`config.mk`:
```
export PLATFORM = sky130hd
export DESIGN_NAME = cam_pixel_source
export DESIGN_NICKNAME = d
export VERILOG_FILES = /design/src/rtl/cam_pkg.sv /design/src/rtl/cam_pattern_gen.sv /design/src/rtl/cam_pixel_source.sv
export SDC_FILE = /design/constraint.sdc
export NUM_CORES = 1
export LEC_CHECK = 0
export ABC_AREA = 1
export BUFFER_PORTS_ARGS = -buffer_cell sky130_fd_sc_hd__buf_2
export CAP_MARGIN = 0
export CORE_MARGIN = 1.5
export CORE_UTILIZATION = 35
export DETAILED_ROUTE_END_ITERATION = 7
export SETUP_SLACK_MARGIN = 0.5
export SLEW_MARGIN = 20
export SYNTH_ARGS = -nofsm -noshare
export SYNTH_HDL_FRONTEND = slang
export SYNTH_SLANG_ARGS = --single-unit
```
`constraint.sdc`:
```
create_clock -name clk -period 3.4 [get_ports clk]
set_input_delay 0.17 -clock clk [delete_from_list [all_inputs] [get_ports clk]]
set_output_delay 0.17 -clock clk [all_outputs]
set_load 0.03 [all_outputs]
```
`src/rtl/cam_pkg.sv`:
```
// Shared camera-path definitions: pattern encodings, source FSM states, RGB565
// colour-bar constants and the QCIF frame dimensions used by capture and VGA.
package cam_pkg;

  localparam int QCIF_H_ACTIVE = 176;
  localparam int QCIF_V_ACTIVE = 144;

  typedef enum logic [1:0] {
    PAT_BARS     = 2'd0,
    PAT_SOLID    = 2'd1,
    PAT_GRADIENT = 2'd2,
    PAT_CHECKER  = 2'd3
  } pattern_e;

  typedef enum logic [2:0] {
    ST_IDLE   = 3'd0,
    ST_VSYNC  = 3'd1,
    ST_VBP    = 3'd2,
    ST_ACTIVE = 3'd3,
    ST_VFP    = 3'd4
  } cam_state_e;

  typedef struct packed {
    logic [4:0] r;
    logic [5:0] g;
    logic [4:0] b;
  } rgb565_t;

  localparam logic [15:0] RGB_WHITE   = 16'hFFFF;
  localparam logic [15:0] RGB_YELLOW  = 16'hFFE0;
  localparam logic [15:0] RGB_CYAN    = 16'h07FF;
  localparam logic [15:0] RGB_GREEN   = 16'h07E0;
  localparam logic [15:0] RGB_MAGENTA = 16'hF81F;
  localparam logic [15:0] RGB_RED     = 16'hF800;
  localparam logic [15:0] RGB_BLUE    = 16'h001F;
  localparam logic [15:0] RGB_BLACK   = 16'h0000;

  // Left-to-right order of the eight colour bars.
  function automatic logic [15:0] bar_color(input logic [2:0] idx);
    case (idx)
      3'd0:    return RGB_WHITE;
      3'd1:    return RGB_YELLOW;
      3'd2:    return RGB_CYAN;
      3'd3:    return RGB_GREEN;
      3'd4:    return RGB_MAGENTA;
      3'd5:    return RGB_RED;
      3'd6:    return RGB_BLUE;
      default: return RGB_BLACK;
    endcase
  endfunction

  function automatic int max_of4(input int a, input int b, input int c, input int d);
    int m;
    m = a;
    if (b > m) m = b;
    if (c > m) m = c;
    if (d > m) m = d;
    return m;
  endfunction

endpackage

```
`src/rtl/cam_pattern_gen.sv`:
```
// Combinational test-pattern source: maps pixel coordinates and the latched
// pattern selection to an RGB565 colour.
module cam_pattern_gen
  import cam_pkg::*;
#(
  parameter int          H_ACTIVE     = QCIF_H_ACTIVE,
  parameter int          XW           = 8,
  parameter int          YW           = 8,
  parameter logic [15:0] SOLID_RGB565 = RGB_RED
) (
  input  logic [XW-1:0] x,
  input  logic [YW-1:0] y,
  input  pattern_e      pattern,
  output logic [15:0]   rgb
);

  localparam int BAR_W = (H_ACTIVE >= 8) ? H_ACTIVE / 8 : 1;

  logic [XW-1:0] bar_full;
  logic [2:0]    bar_idx;
  logic [7:0]    x8;
  logic [7:0]    y8;
  rgb565_t       gradient;

  // Any remainder pixels when H_ACTIVE is not a multiple of 8 extend the last bar.
  assign bar_full = x / XW'(BAR_W);
  assign bar_idx  = (bar_full > XW'(7)) ? 3'd7 : bar_full[2:0];

  assign x8 = 8'(x);
  assign y8 = 8'(y);

  always_comb begin
    gradient   = '0;
    gradient.r = x8[7:3];
    gradient.g = x8[7:2];
  end

  always_comb begin
    // NOTE: every output of a combinational block gets a default first, so no path leaves it unassigned and no latch is inferred.
    rgb = RGB_BLACK;
    case (pattern)
      PAT_BARS:     rgb = bar_color(bar_idx);
      PAT_SOLID:    rgb = SOLID_RGB565;
      PAT_GRADIENT: rgb = gradient;
      PAT_CHECKER:  rgb = (((x8 ^ y8) & 8'h08) != 8'h00) ? RGB_WHITE : RGB_BLACK;
      default:      rgb = RGB_BLACK;
    endcase
  end

endmodule

```
`src/rtl/cam_pixel_source.sv`:
```
// OV7670-style parallel camera emulator (PCLK/VSYNC/HREF/D[7:0], RGB565 bytes).
// Define CAM_SRC_NEG_SYNC_EN to drive VSYNC and HREF active-low.
module cam_pixel_source
  import cam_pkg::*;
#(
  parameter int          H_ACTIVE     = QCIF_H_ACTIVE,
  parameter int          V_ACTIVE     = QCIF_V_ACTIVE,
  parameter int          H_BLANK      = 48,
  parameter int          VSYNC_LINES  = 3,
  parameter int          VBP_LINES    = 17,
  parameter int          VFP_LINES    = 10,
  parameter int          CLK_DIV      = 2,
  parameter logic [15:0] SOLID_RGB565 = 16'hF800
) (
  input  logic        clk,
  input  logic        reset,
  input  logic        enable,
  input  logic [1:0]  pattern_sel,
  output logic        cam_pclk,
  output logic        cam_vsync,
  output logic        cam_href,
  output logic [7:0]  cam_data,
  output logic        frame_done,
  output logic [15:0] frame_count
);

  localparam int LINE_PCLKS = 2 * H_ACTIVE + H_BLANK;
  localparam int HW         = $clog2(LINE_PCLKS);
  localparam int MAX_LINES  = max_of4(VSYNC_LINES, VBP_LINES, V_ACTIVE, VFP_LINES);
  localparam int LW         = $clog2(MAX_LINES + 1);
  localparam int DW         = $clog2(CLK_DIV);

`ifdef CAM_SRC_NEG_SYNC_EN
  localparam logic SYNC_IDLE = 1'b1;
`else
  localparam logic SYNC_IDLE = 1'b0;
`endif

  // PCLK divider -------------------------------------------------------------
  logic          running;
  logic [DW-1:0] div_cnt;
  logic          tick;

  // The tick is the clk edge at which cam_pclk falls.
  assign tick = running && (div_cnt == DW'(CLK_DIV / 2 - 1));

  always_ff @(posedge clk) begin
    // NOTE: registered state uses non-blocking assignments so every flop samples pre-edge values and simulation matches hardware.
    if (reset) begin
      running  <= 1'b0;
      div_cnt  <= '0;
      cam_pclk <= 1'b0;
    end else if (!running) begin
      running  <= 1'b1;
      div_cnt  <= '0;
      cam_pclk <= 1'b1;
    end else if (div_cnt == DW'(CLK_DIV - 1)) begin
      div_cnt  <= '0;
      cam_pclk <= 1'b1;
    end else begin
      div_cnt <= div_cnt + 1'b1;
      if (tick) cam_pclk <= 1'b0;
    end
  end

  // Frame timing FSM ---------------------------------------------------------
  cam_state_e    state, state_next;
  logic [HW-1:0] h_cnt, h_next;
  logic [LW-1:0] line_cnt, line_next;
  pattern_e      pattern_q, pattern_next;
  logic          done_next;
  logic          end_of_line;
  logic          last_line;
  int            lines_in_state;

  always_comb begin
    state_next     = state;
    h_next         = h_cnt;
    line_next      = line_cnt;
    pattern_next   = pattern_q;
    done_next      = 1'b0;
    lines_in_state = 1;

    case (state)
      ST_VSYNC:  lines_in_state = VSYNC_LINES;
      ST_VBP:    lines_in_state = VBP_LINES;
      ST_ACTIVE: lines_in_state = V_ACTIVE;
      ST_VFP:    lines_in_state = VFP_LINES;
      default:   lines_in_state = 1;
    endcase

    end_of_line = (h_cnt == HW'(LINE_PCLKS - 1));
    last_line   = end_of_line && (line_cnt == LW'(lines_in_state - 1));

    // Counters describe the PCLK period that starts at this tick; IDLE parks them at 0.
    if (state != ST_IDLE) begin
      h_next = end_of_line ? '0 : h_cnt + 1'b1;
      if (end_of_line) line_next = last_line ? '0 : line_cnt + 1'b1;
    end

    case (state)
      ST_IDLE: begin
        if (enable) begin
          state_next   = ST_VSYNC;
          pattern_next = pattern_e'(pattern_sel);
        end
      end
      ST_VSYNC:  if (last_line) state_next = ST_VBP;
      ST_VBP:    if (last_line) state_next = ST_ACTIVE;
      ST_ACTIVE: if (last_line) state_next = ST_VFP;
      ST_VFP: begin
        if (last_line) begin
          done_next = 1'b1;
          if (enable) begin
            state_next   = ST_VSYNC;
            pattern_next = pattern_e'(pattern_sel);
          end else begin
            state_next = ST_IDLE;
          end
        end
      end
      default: state_next = ST_IDLE;
    endcase
  end

  // Pixel content and next-period outputs -------------------------------------
  logic [15:0] pixel;
  logic        vsync_next;
  logic        href_next;
  logic [7:0]  data_next;

  cam_pattern_gen #(
    .H_ACTIVE     (H_ACTIVE),
    .XW           (HW - 1),
    .YW           (LW),
    .SOLID_RGB565 (SOLID_RGB565)
  ) u_pattern_gen (
    .x       (h_next[HW-1:1]),
    .y       (line_next),
    .pattern (pattern_next),
    .rgb     (pixel)
  );

  assign vsync_next = (state_next == ST_VSYNC);
  assign href_next  = (state_next == ST_ACTIVE) && (h_next < HW'(2 * H_ACTIVE));
  // Even byte carries {R, G[5:3]}, odd byte {G[2:0], B}.
  assign data_next  = !href_next ? 8'h00 : (h_next[0] ? pixel[7:0] : pixel[15:8]);

  always_ff @(posedge clk) begin
    if (reset) begin
      state       <= ST_IDLE;
      h_cnt       <= '0;
      line_cnt    <= '0;
      pattern_q   <= PAT_BARS;
      cam_vsync   <= SYNC_IDLE;
      cam_href    <= SYNC_IDLE;
      cam_data    <= 8'h00;
      frame_done  <= 1'b0;
      frame_count <= 16'h0000;
    end else begin
      frame_done <= 1'b0;
      if (tick) begin
        state      <= state_next;
        h_cnt      <= h_next;
        line_cnt   <= line_next;
        pattern_q  <= pattern_next;
        cam_vsync  <= SYNC_IDLE ^ vsync_next;
        cam_href   <= SYNC_IDLE ^ href_next;
        cam_data   <= data_next;
        frame_done <= done_next;
        if (done_next) frame_count <= frame_count + 1'b1;
      end
    end
  end

endmodule

```
==> out/metrics.cfg, run 1 <==
[die]
io_pins = 33
die_w_um = 98.6
start_util_pct = 36.3
die_h_um = 98.6
rows = 34
dieArea_mm2 = 0.00972
core_area_mm2 = 0.00881

[clock_network]
cts_tree = yes
cts-root-buf = clkbuf_8
cts_hold_buffers = 0
cts.clk_slew.worst_paths_ps = 100
clkLatencyLatePin_ps = 320
cts_sinks = 52
cts_max_level = 2
cts_inserted_buffers = 5
clk_path_buf_depth = 2

[routing]
wl_mm = 8.01
firstDrtPassIters = 6
drtIter0Drc = 113
routedWlPerCell_um = 12.4
drc = 1
drt-vias-per-instance = 4.94
vias = 3192
antenna_left = 0

[sta]
tightest_slew_ps = 950
fin_skew_ps = 12.3
min_period_ps = 3070
grt_setup_unrepaired = true
fin_tns_setup_ps = 0
final-setup-viol-count = 0
period_share_pct = 90.2
hold_viol = 0
slew_violations = 0
slew-limit-headroom_pct = 36.4
max_freq_mhz = 326

[global_routing]
grt_max_degree = 19
grt_util_all_layers_pct = 17.0
overflow = 0
antenna_found_initial = 0
grt_pass1_vias = 3038
grt_pass1_wl_mm = 13.8

[critical_path]
path_cells = nor2_4, nand2_4, inv_4, nor2_4, ha_4, ha_4, or2_4, nand3_2, nor4_4, nand3_2, buf_6, nand2_1, o2111ai_2, nand2_4, buf_6, nand3b_1, nand3_1, nand2_1, a21oi_2, nand2_1, nand2_1
worstPathRequired_ps = 3660
path_max_fanout = 5
start_kind = flip-flop
endpoint_kind = flip-flop
cp_slowest_cell = dfxtp_4
crit_type = flip-flop to flip-flop
crit_path_frequent_cell = nand2_1
worstPathArrival_ps = 3320
cpPeakStageDelay_ps = 380

[yosys]
synth_area_mm2 = 0.00320
ys_async_sr_fraction_pct = 0
syn_inst = 477
syn_area_per_cell_um2 = 6.70
ys_seq_area_share_pct = 32.6
ys_types = 39
syn_nets = 487
synth_top_area_share_pct = 32.6
ys.flop_type = dfxtp_1
synth_edf_count = 0
synth_most_common_cell = nand2_1
synth_top_area_cell = dfxtp_1
yosys_warnings = 0
synth_seq_cells = 52
synth_common_cells = 127 x nand2_1, 58 x inv_1, 52 x dfxtp_1
synth_area_leaders = dfxtp_1 33%, nand2_1 15%, inv_1 6.8%, nand3_1 5.3%, nor2_1 5.3%

[finish]
final_cells = 646
drive_gt1_share_pct = 30.5
finalNetCount = 547
num-fill-cells = 880
syn2layout_area_growth_pct = 27.4
n_antenna_cell = 0

[placed_design]
port_buffers = 32
globalplace.congestion = 0.839
dp_hpwl_mm = 5.76
placed_cells = 611

[power]
ir_drop_v = 0.000223
p_per_area_mw_per_mm2 = 285
leakage_nw = 1.89

[outcome]
violations = design-rule violations
run_status = finished with violations

[min_path]
hp-class = input pin to flip-flop

[job]
maxCapViolCount = 0

==> worst paths after layout <==
kind,start,slack [ps],endpoint,cells after the start
hold reg to reg,cam_href,460,cam_href,2
setup reg to reg,state[0],330,cam_data[1],21
setup / recovery,state[0],330,cam_data[1],21
hold / removal,reset,140,line_cnt[1],2
==> worst max-delay path, delay by kind of cell (launching register included) <==
family | cells | cell delay, ps
flip-flops | 1 | 380
AND/OR/NAND/NOR | 14 | 1540
adder cells (fa/ha/maj) | 2 | 440
buffers and inverters | 3 | 380
AO/OA/AOI/OAI | 2 | 250
==> cell families after synthesis <==
kind of cell	count (synthesis)	share of synthesized area, %
AO/OA/AOI/OAI	72	13.1
XOR/XNOR	9	2.46
adder cells (fa/ha/maj)	5	1.96
buffers and inverters	72	8.69
flip-flops	52	32.6
AND/OR/NAND/NOR	267	41.3
==> metal layers <==
metal,global-route usage (%),part of all wire (%),up-vias
met5,0,0,-
met4,4.18,1.2,0
met3,2.34,2.9,9
met2,29.0,46,45
met1,22.7,49,1469
li1,-,-,1669
==> registers in the layout, summed over array words and instances, names as in the netlist <==
signal       count
line_cnt         8
cam_href         1
state            3
cam_pclk         1
h_cnt            9
frame_count     16
cam_vsync        1
running          1
frame_done       1
cam_data         8
pattern_q        2
div_cnt          1
==> cell type report <==
cell class | instances | area (um^2) | area share [%]
multi-input cells | 353 | 2160 | 53.0
flip-flops and latches | 52 | 1050 | 25.8
repair buffers | 59 | 382 | 9.37
inverters | 66 | 253 | 6.20
well taps | 108 | 135 | 3.32
clock buffers | 5 | 68.8 | 1.69
clock inverters | 3 | 25.0 | 0.614
==> report_power, final <==
group	total (mW)	leakage, nW	internal (mW)	switching [mW]
sequential	0.618	0.423	0.614	0.00411
combinational	0.160	1.42	0.0588	0.102
clock	0.381	0.0452	0.151	0.230
==> layout by cell type, fill, tap and decap left out, types with 2 or more instances in the layout <==
master,n
nor3_4,2
inv_1,55
buf_2,32
nand3_4,2
nor2_2,4
a211oi_1,2
dfxtp_4,3
o21ai_2,2
nor4_4,2
buf_6,5
inv_6,2
clkbuf_8,5
nor2_1,38
o21ai_4,3
a31oi_1,3
nor3b_1,2
nand3b_1,2
xor2_1,5
and3_1,2
a21oi_1,21
nand3_2,11
ha_1,3
o22ai_1,13
a21oi_2,2
o21ai_0,15
inv_2,9
nand2_4,9
nor3_2,2
nand2_2,20
dfxtp_1,49
o21ai_1,6
nand3_1,30
nand2_1,115
inv_4,2
ha_4,2
xor2_2,2
nor3_1,7
buf_4,22
nor2_4,11
nand4_1,4
==> stage by stage <==
stage	util (%)	instance area (um^2)	power, mW	setup slack, ps	hold slack, ps
2_1_floorplan	-	3230	0.729	363	464
3_3_place_gp	39.7	3490	0.753	179	432
3_5_place_dp	39.7	3490	0.752	108	436
4_1_cts	44.2	3900	1.16	398	125
5_1_grt	46.3	4070	1.21	168	156
6_report	46.3	4070	1.16	332	137
==> what timing repair did <==
item | CTS | global route
endpoints found under the hold margin | 0 | 0
buffers inserted | 18 | 9
resized for setup | 41 | 29
endpoints found under the setup margin | 19 | 24
gates cloned | 0 | 0
pin swaps | 25 | 12
(Power assumes the default switching activity.)
==> run 2, diff against run 1 <==
Settings changed: ABC_AREA 1 to 0, RECOVER_POWER from default to 50.
==> run 2 against run 1 <==
Against the previous run:
- first-iteration DRC count is 86% higher
- non-clock buffer count grew 20
- largest cell class unchanged
- worst setup slack worse by 110 ps
- the run ends with max-capacitance violations, max-slew violations left
==> out/metrics.cfg, run 2 <==
[outcome]
run_status = finished with violations
violations = max-capacitance violations, max-slew violations

[sta]
hold_viol = 0
period_share_pct = 93.3
fin_skew_ps = 6.82
grt_setup_unrepaired = true
slew_violations = 37
tightest_slew_ps = 1750
fin_tns_setup_ps = 0
min_period_ps = 3170
max_freq_mhz = 315
final-setup-viol-count = 0
slew-limit-headroom_pct = -17.0

[yosys]
synth_most_common_cell = nor2_1
yosys_warnings = 0
synth_area_leaders = dfxtp_1 29%, nor2_1 6.5%, nand2_1 5.6%, xor2_1 4.7%, xnor2_1 3.7%
syn_nets = 475
ys_seq_area_share_pct = 29.3
ys_types = 71
synth_seq_cells = 52
syn_inst = 465
syn_area_per_cell_um2 = 7.63
synth_top_area_cell = dfxtp_1
ys_async_sr_fraction_pct = 0
synth_top_area_share_pct = 29.3
ys.flop_type = dfxtp_1
synth_area_mm2 = 0.00355
synth_common_cells = 61 x nor2_1, 53 x nand2_1, 52 x dfxtp_1
synth_edf_count = 0

[finish]
mostFrequentLayoutCell = nor2_1
top_regs = frame_count: 16 flops, h_cnt: 9 flops
design_area_mm2 = 0.00453
regMostFlops = frame_count
num-fill-cells = 1008
multi_input_area_mm2 = 0.00263
final_cell_mix = 56 x nor2_1, 49 x nand2_1, 49 x dfxtp_1
drive_gt1_share_pct = 20.7
register_area_mm2 = 0.00104
finalNetCount = 535
n_antenna_cell = 0
largest_reg_flops = 16
syn2layout_area_growth_pct = 27.6

[critical_path]
path_max_fanout = 5
cpPeakStageDelay_ps = 410
worstPathArrival_ps = 3380
worstPathRequired_ps = 3610
reg2regPathDepth = 14
cp_slowest_cell = or3b_4
path_cells = or3b_4, o21ai_4, ha_4, ha_4, xnor2_4, nand2_2, a2111oi_4, buf_4, a31oi_4, nor2_2, mux2_4, a31o_4, a31oi_4, o21ai_1
start_kind = flip-flop
crit_type = flip-flop to flip-flop
endpoint_kind = flip-flop

[clock_network]
clkLatencyLatePin_ps = 310
cts_max_level = 2
cts-root-buf = clkbuf_8
cts_tree = yes
cts_hold_buffers = 0
cts_inserted_buffers = 5
clk_path_buf_depth = 2
cts.clk_slew.worst_paths_ps = 100
cts_sinks = 52

[die]
rows = 36
dieArea_mm2 = 0.0108
start_util_pct = 36.1
core_area_mm2 = 0.00982
die_w_um = 104
io_pins = 33
die_h_um = 104

[power]
intPower_uw = 915
p_per_area_mw_per_mm2 = 276
ir_drop_v = 0.000176
seqPwrFrac_pct = 50.6
combPwrFrac_pct = 12.7
p_sw_share_pct = 26.7
p_switching_uw = 333
leakage_nw = 1.60
p_clk_share_pct = 36.7

[routing]
antenna_left = 0
firstDrtPassIters = 5
drtIter0Drc = 210
routedWlPerCell_um = 15.4
vias = 3623
wl_mm = 10.2
drt-vias-per-instance = 5.50
drc = 0

[placed_design]
dp_hpwl_mm = 6.95
globalplace.congestion = 0.856
port_buffers = 32
place_area_mm2 = 0.00398

[global_routing]
grt_pass1_wl_mm = 16.6
grt_util_all_layers_pct = 18.6
antenna_found_initial = 0
grt_max_degree = 37
grt_pass1_vias = 3408
overflow = 0

[min_path]
hp-class = input pin to flip-flop
hold_depth = 3

[job]
maxCapViolCount = 1

==> run 2: repair_timing <==
action                                  in CTS  in global routing
cloned                                       0                  0
buffers inserted                            14                 15
endpoints found under the setup margin      28                 35
endpoints found under the hold margin        0                  0
pin swaps                                   13                 16
gates resized for setup                     17                 40
==> run 2: per-stage QoR <==
| stage | power, mW | std cells | util (%) | hold slack (ps) | setup slack, ps |
|---|---|---|---|---|---|
| final | 1.25 | 659 | 46.1 | 158 | 227 |
| after global routing | 1.30 | 659 | 46.1 | 171 | 54.7 |
| after CTS | 1.25 | 644 | 43.6 | 151 | 300 |
| after detailed placement | 0.787 | 622 | 40.5 | 432 | 60.5 |
| after global placement | 0.784 | 622 | 40.5 | 432 | 104 |
| after floorplan | 0.749 | 465 | - | 317 | 64.8 |
==> run 2: path summary, 6_finish.rpt <==
| check | end | from | slack, ps |
|---|---|---|---|
| setup reg to reg | cam_data[1] | state[0] | 230 |
| hold / removal | pattern_q[1] | pattern_sel[1] | 160 |
| hold reg to reg | cam_href | cam_href | 450 |
| setup / recovery | cam_data[1] | state[0] | 230 |
==> run 2: cell families (layout without fill, tap and decap cells) <==
kind of cell               Yosys count  in the layout  share of synthesized area (%)
buffers and inverters               39            100                           4.58
AOI/OAI and AO/OA                  114            114                           23.2
muxes                                6              6                           1.73
adders and majority gates            5              5                           1.76
and+or+nand+nor                    215            215                           31.0
xor gates and xnor gates            34             34                           8.39
DFF                                 52             52                           29.3
==> run 2: final cells by class <==
class,count,share of cell area [%]
sequential,52,23.1
tap,133,3.67
multi-input combinational,374,58.0
inverter,13,1.08
timing repair buffer,79,11.5
clock inverter,2,0.856
clock buffer,6,1.82
==> run 2: power groups by stage <==
stage                     sequential (mW)  combinational, mW  clock [mW]
after floorplan                     0.640              0.109           0
after global placement              0.644              0.140           0
after detailed placement            0.644              0.143           0
after CTS                           0.630              0.146       0.471
after global routing                0.633              0.173       0.496
final                               0.631              0.159       0.458
==> run 2: worst max-delay path, delay by kind of cell, from the launching register on <==
family	cells	cell delay, ps
multiplexers	1	310
flip-flops	1	340
buffers and inverters	1	200
AO/OA/AOI/OAI	6	1070
adder cells (fa/ha/maj)	2	340
AND/OR/NAND/NOR	3	660
XOR/XNOR	1	140
==> run 2: routing by layer <==
| layer | part of all wire (%) | up-vias | wire length (um) | global-route usage, % |
|---|---|---|---|---|
| li1 | - | 1806 | - | - |
| met1 | 45 | 1726 | 4620 | 24.1 |
| met2 | 49 | 79 | 5010 | 32.0 |
| met3 | 3.8 | 12 | 382 | 2.89 |
| met4 | 1.4 | 0 | 147 | 4.86 |
| met5 | 0 | - | 0 | 0 |
